`src/rtl/mux_read_arbiter.sv`:
```
// -----------------------------------------------------------------------------
// mux_read_arbiter
//   Round-robin sequencer for a shared 4-input read mux. Each requester asks
//   for one read of its mux input. A single one-hot select is driven for the
//   settle time, then the mux output is captured and the winner is acked.
//   An all-zero select cycle always separates successive grants.
//
// Ports
//   clk    in   1   system clock, rising edge
//   rst_n  in   1   asynchronous active-low reset
//   req    in   4   level requests, req[i] selects mux input i (a..d)
//   mux_o  in   DW  output of the shared read mux
//   sel    out  4   one-hot select to the mux (sel[0]=a_addr .. sel[3]=d_addr)
//   rdata  out  DW  data captured by the last completed transaction
//   ack    out  4   one-cycle pulse to the winner, rdata valid in same cycle
//   busy   out  1   high whenever the sequencer is not idle
// -----------------------------------------------------------------------------
module mux_read_arbiter #(
  parameter int unsigned SETTLE_CYCLES = 1,
  parameter int unsigned DW            = 8
) (
  input  logic          clk,
  input  logic          rst_n,
  input  logic [3:0]    req,
  input  logic [DW-1:0] mux_o,
  output logic [3:0]    sel,
  output logic [DW-1:0] rdata,
  output logic [3:0]    ack,
  output logic          busy
);

  typedef enum logic [1:0] {
    ST_IDLE   = 2'd0,
    ST_SETTLE = 2'd1,
    ST_GAP    = 2'd2
  } state_e;

  // Counter is loaded with SETTLE_CYCLES-1 so capture happens on the
  // SETTLE_CYCLES-th edge after the select is asserted.
  localparam logic [3:0] CNT_INIT = 4'(SETTLE_CYCLES - 1);

  state_e        state_q, state_d;
  logic [3:0]    cnt_q, cnt_d;
  logic [1:0]    ptr_q, ptr_d;
  logic [1:0]    gnt_q, gnt_d;
  logic [3:0]    sel_q, sel_d;
  logic [3:0]    ack_q, ack_d;
  logic [DW-1:0] rdata_q, rdata_d;
  logic          busy_q, busy_d;
  logic [1:0]    win_s;

  // First set request bit scanning upward from ptr, wrapping modulo 4.
  function automatic logic [1:0] pick_winner(input logic [3:0] r, input logic [1:0] p);
    logic [1:0] idx;
    logic       found;
    pick_winner = p;
    found       = 1'b0;
    for (int i = 0; i < 4; i++) begin
      idx = p + 2'(i);
      if (!found && r[idx]) begin
        pick_winner = idx;
        found       = 1'b1;
      end
    end
  endfunction

  function automatic logic [3:0] onehot(input logic [1:0] g);
    onehot = 4'b0001 << g;
  endfunction

  // Round-robin winner for the current request vector.
  always_comb begin
    win_s = pick_winner(req, ptr_q);
  end

  // Next-state and registered-output computation.
  always_comb begin
    state_d = state_q;
    cnt_d   = cnt_q;
    ptr_d   = ptr_q;
    gnt_d   = gnt_q;
    sel_d   = sel_q;
    ack_d   = 4'b0000;
    rdata_d = rdata_q;
    case (state_q)
      ST_IDLE: begin
        if (req != 4'b0000) begin
          gnt_d   = win_s;
          sel_d   = onehot(win_s);
          cnt_d   = CNT_INIT;
          state_d = ST_SETTLE;
        end else begin
          sel_d = 4'b0000;
        end
      end
      ST_SETTLE: begin
        if (cnt_q != 4'd0) begin
          cnt_d = cnt_q - 4'd1;
        end else begin
          // A withdrawn request aborts: no ack and rdata is left untouched,
          // but the pointer still advances so the slot is not re-granted first.
          if (req[gnt_q]) begin
            rdata_d = mux_o;
            ack_d   = onehot(gnt_q);
          end else begin
            rdata_d = rdata_q;
          end
          sel_d   = 4'b0000;
          ptr_d   = gnt_q + 2'd1;
          state_d = ST_GAP;
        end
      end
      ST_GAP: begin
        sel_d   = 4'b0000;
        state_d = ST_IDLE;
      end
      default: begin
        sel_d   = 4'b0000;
        state_d = ST_IDLE;
      end
    endcase
    busy_d = (state_d != ST_IDLE);
  end

  // State and output registers; reset clears sel without waiting for a clock.
  always_ff @(posedge clk or negedge rst_n) begin
    if (!rst_n) begin
      state_q <= ST_IDLE;
      cnt_q   <= 4'd0;
      ptr_q   <= 2'd0;
      gnt_q   <= 2'd0;
      sel_q   <= 4'b0000;
      ack_q   <= 4'b0000;
      rdata_q <= '0;
      busy_q  <= 1'b0;
    end else begin
      state_q <= state_d;
      cnt_q   <= cnt_d;
      ptr_q   <= ptr_d;
      gnt_q   <= gnt_d;
      sel_q   <= sel_d;
      ack_q   <= ack_d;
      rdata_q <= rdata_d;
      busy_q  <= busy_d;
    end
  end

  assign sel   = sel_q;
  assign ack   = ack_q;
  assign rdata = rdata_q;
  assign busy  = busy_q;

endmodule

```
`config.mk`:
```
export PLATFORM = sky130hd
export DESIGN_NAME = mux_read_arbiter
export DESIGN_NICKNAME = d
export VERILOG_FILES = /design/src/rtl/mux_read_arbiter.sv
export SDC_FILE = /design/constraint.sdc
export NUM_CORES = 1
export LEC_CHECK = 0
export CAP_MARGIN = 20
export CELL_PAD_IN_SITES_DETAIL_PLACEMENT = 1
export CELL_PAD_IN_SITES_GLOBAL_PLACEMENT = 1
export CORE_MARGIN = 5
export CORE_UTILIZATION = 38
export CTS_CLUSTER_DIAMETER = 120
export DETAILED_ROUTE_END_ITERATION = 16
export PLACE_DENSITY = 0.8
export SKIP_LAST_GASP = 1
export SYNTH_ARGS = -nofsm -noshare
export SYNTH_HDL_FRONTEND = slang
export SYNTH_SLANG_ARGS = --single-unit
```
`constraint.sdc`:
```
create_clock -name clk -period 2.2 [get_ports clk]
set_input_delay 0.33 -clock clk [delete_from_list [all_inputs] [get_ports clk]]
set_output_delay 0.33 -clock clk [all_outputs]
set_load 0.02 [all_outputs]
```
==> qor.yml <==
rsz0062_at_grt: "no"
ys_ff_latch: 27
grt.overflow.total: 0
setup_viol: 0
path_max_fanout: 9
worst_skew_pair.late_latency_ps: 330
areaGrowthSynthToFinish_pct: 30.3
critPathKind: "reg2reg"
r2r_start: "cnt_q[0]"
instances_no_fill: 181
drt_iter0_markers: 23
relSlewSlack: 0.586
grt_pass1_wl_um: 4850
final_core_util: 0.503
pin_count: 31
ant_nets: 0
start_kind: "flip-flop"
fin_skew_ps: 4.15
synthesis.instances: 101
wire_per_inst_um: 15.8
mappedNetlistArea_um2: 1270
cp.arrival_ps: 2160
reg2reg_slack_ps: 260
p_total_mw: 2.33
cts_setup_buffers: 0
fill_cells: 363
cp_data_required_time_ps: 2430
final_common_cell: "clkdlybuf4s50_1"
finalWeightedCongestion: 0.806
grt_pass1_vias: 1015
htree_num_levels: 1
clk_pin_slew_ps: 140
n_antenna_cell: 0
grt_start_max_net_pins: 28
drive_gt1_frac: 0.170
p_per_area_nw_per_um2: 1410
worst-slew-pin-transition_ps: 616
synth_fp_nets: 120
nets: 155
placedCellCount: 177
cts_tree: "done"
setup_tns_ps: 0
vias_per_cell: 4.95
fp.dieW_um: 67.8
ys_warn_count: 0
cts_resized: 0
fp-row-count: 21
synth.avg_cell_area_um2: 12.6
clock-root-buffer: "clkbuf_4"
cts.sinks: 27
clockBufferDepth: 2
ys.flop_type: "dfrtp_1"
maxSlewViolCount: 0
power.leakage_nw: 0.750
dieArea_um2: 4590
dr_total_vias: 896
synth_edf_count: 0
grt_use_total: 0.140
drc: 0
core-area_um2: 3280
port_buffers: 30
layout_common_cells: "30 x clkdlybuf4s50_1, 27 x dfrtp_1, 9 x nand2_1"
r2r_cells: 6
dr.pass1.iters: 3
ys_async_sr_fraction: 1.00
dp_hpwl_um: 2230
finalHoldViolCount: 0
worst_ir_drop_vdd_v: 0.000526
period_minus_slack_ps: 1940
period_share: 0.880
start_util: 0.386
status: "finished clean"
critPathCaptureType: "flip-flop"
postCtsHoldBufs: 0
holdWs_ps: 373
ys_seq_area_frac: 0.533
rr_endpoint: "rdata[5]"
cts_buffers: 3
routed_wl_um: 2860
synthDistinctLibCells: 32
antenna_found_initial: 0
drv_cap: 0
fp.dieH_um: 67.8
min_path_type: "in2async"
max_freq_mhz: 516
## synthesized netlist by cell type (2+ instances only)
cell | instances | area [um^2]
inv_1 | 5 | 18.8
a21oi_1 | 2 | 10.0
dfrtp_1 | 27 | 676
o21ai_0 | 4 | 20.0
nor3_1 | 3 | 15.0
a32o_1 | 2 | 20.0
ha_1 | 5 | 62.6
nand2_1 | 9 | 33.8
nor2b_1 | 4 | 25.0
nand3_1 | 2 | 10.0
xor2_1 | 2 | 17.5
o31ai_1 | 2 | 15.0
nor2_1 | 5 | 18.8
mux2_4 | 8 | 120
and3_2 | 4 | 30.0
## worst max-delay path by stage
stage                   from        to  slack [ps]  cells past startpoint
finish              cnt_q[0]  rdata[5]         260                      6
global placement      req[0]  rdata[7]         230                      4
global route        cnt_q[0]  rdata[5]         160                      6
CTS                 cnt_q[0]  rdata[0]         240                      6
detailed placement    req[1]  rdata[5]         180                      4
floorplan           cnt_q[0]  rdata[0]         440                      7
## cell families after synthesis
family,synth area share
AOI/OAI and AO/OA,0.0907
xor gates and xnor gates,0.0138
adders and majority gates,0.0493
buffers and inverters,0.0266
DFF,0.533
muxes,0.121
and+or+nand+nor,0.166
## metrics by stage
step           setup slack (ps)  cell area, um^2
2_1_floorplan               443             1270
3_3_place_gp                227             1630
3_5_place_dp                177             1630
4_1_cts                     240             1650
5_1_grt                     158             1650
6_report                    263             1650
## state kept, by name, indices dropped and copies added, names as in the netlist
register  count
rdata         8
cnt_q         4
ack           4
gnt_q         2
sel           4
state_q       2
busy          1
ptr_q         2
## final cells by class
cell class | instances | area (um^2) | area share
Tap cell | 46 | 57.6 | 0.0348
Multi-Input combinational cell | 67 | 559 | 0.338
Sequential cell | 27 | 676 | 0.409
Timing Repair Buffer | 32 | 315 | 0.191
Inverter | 5 | 18.8 | 0.0114
Clock buffer | 4 | 26.3 | 0.0159
## report_power, final
group	switching (mW)	internal (mW)
clock network	0.142	0.0712
logic	0.644	0.613
registers	0.150	0.706
## metal layers
metal  global-route usage  wire length [um]  up-vias
met1                0.163              1150      442
met5                    0                 0        -
met3               0.0300               206        2
met2                0.253              1480       29
li1                     -                 -      423
met4               0.0496                23        0
## critical path: stages, from the launching register on
cell	delay, ps
dfrtp_1	400
inv_1	100
ha_1	170
or3b_1	490
nor2_8	240
nand2_8	110
mux2_4	310
(Power assumes the default switching activity.)
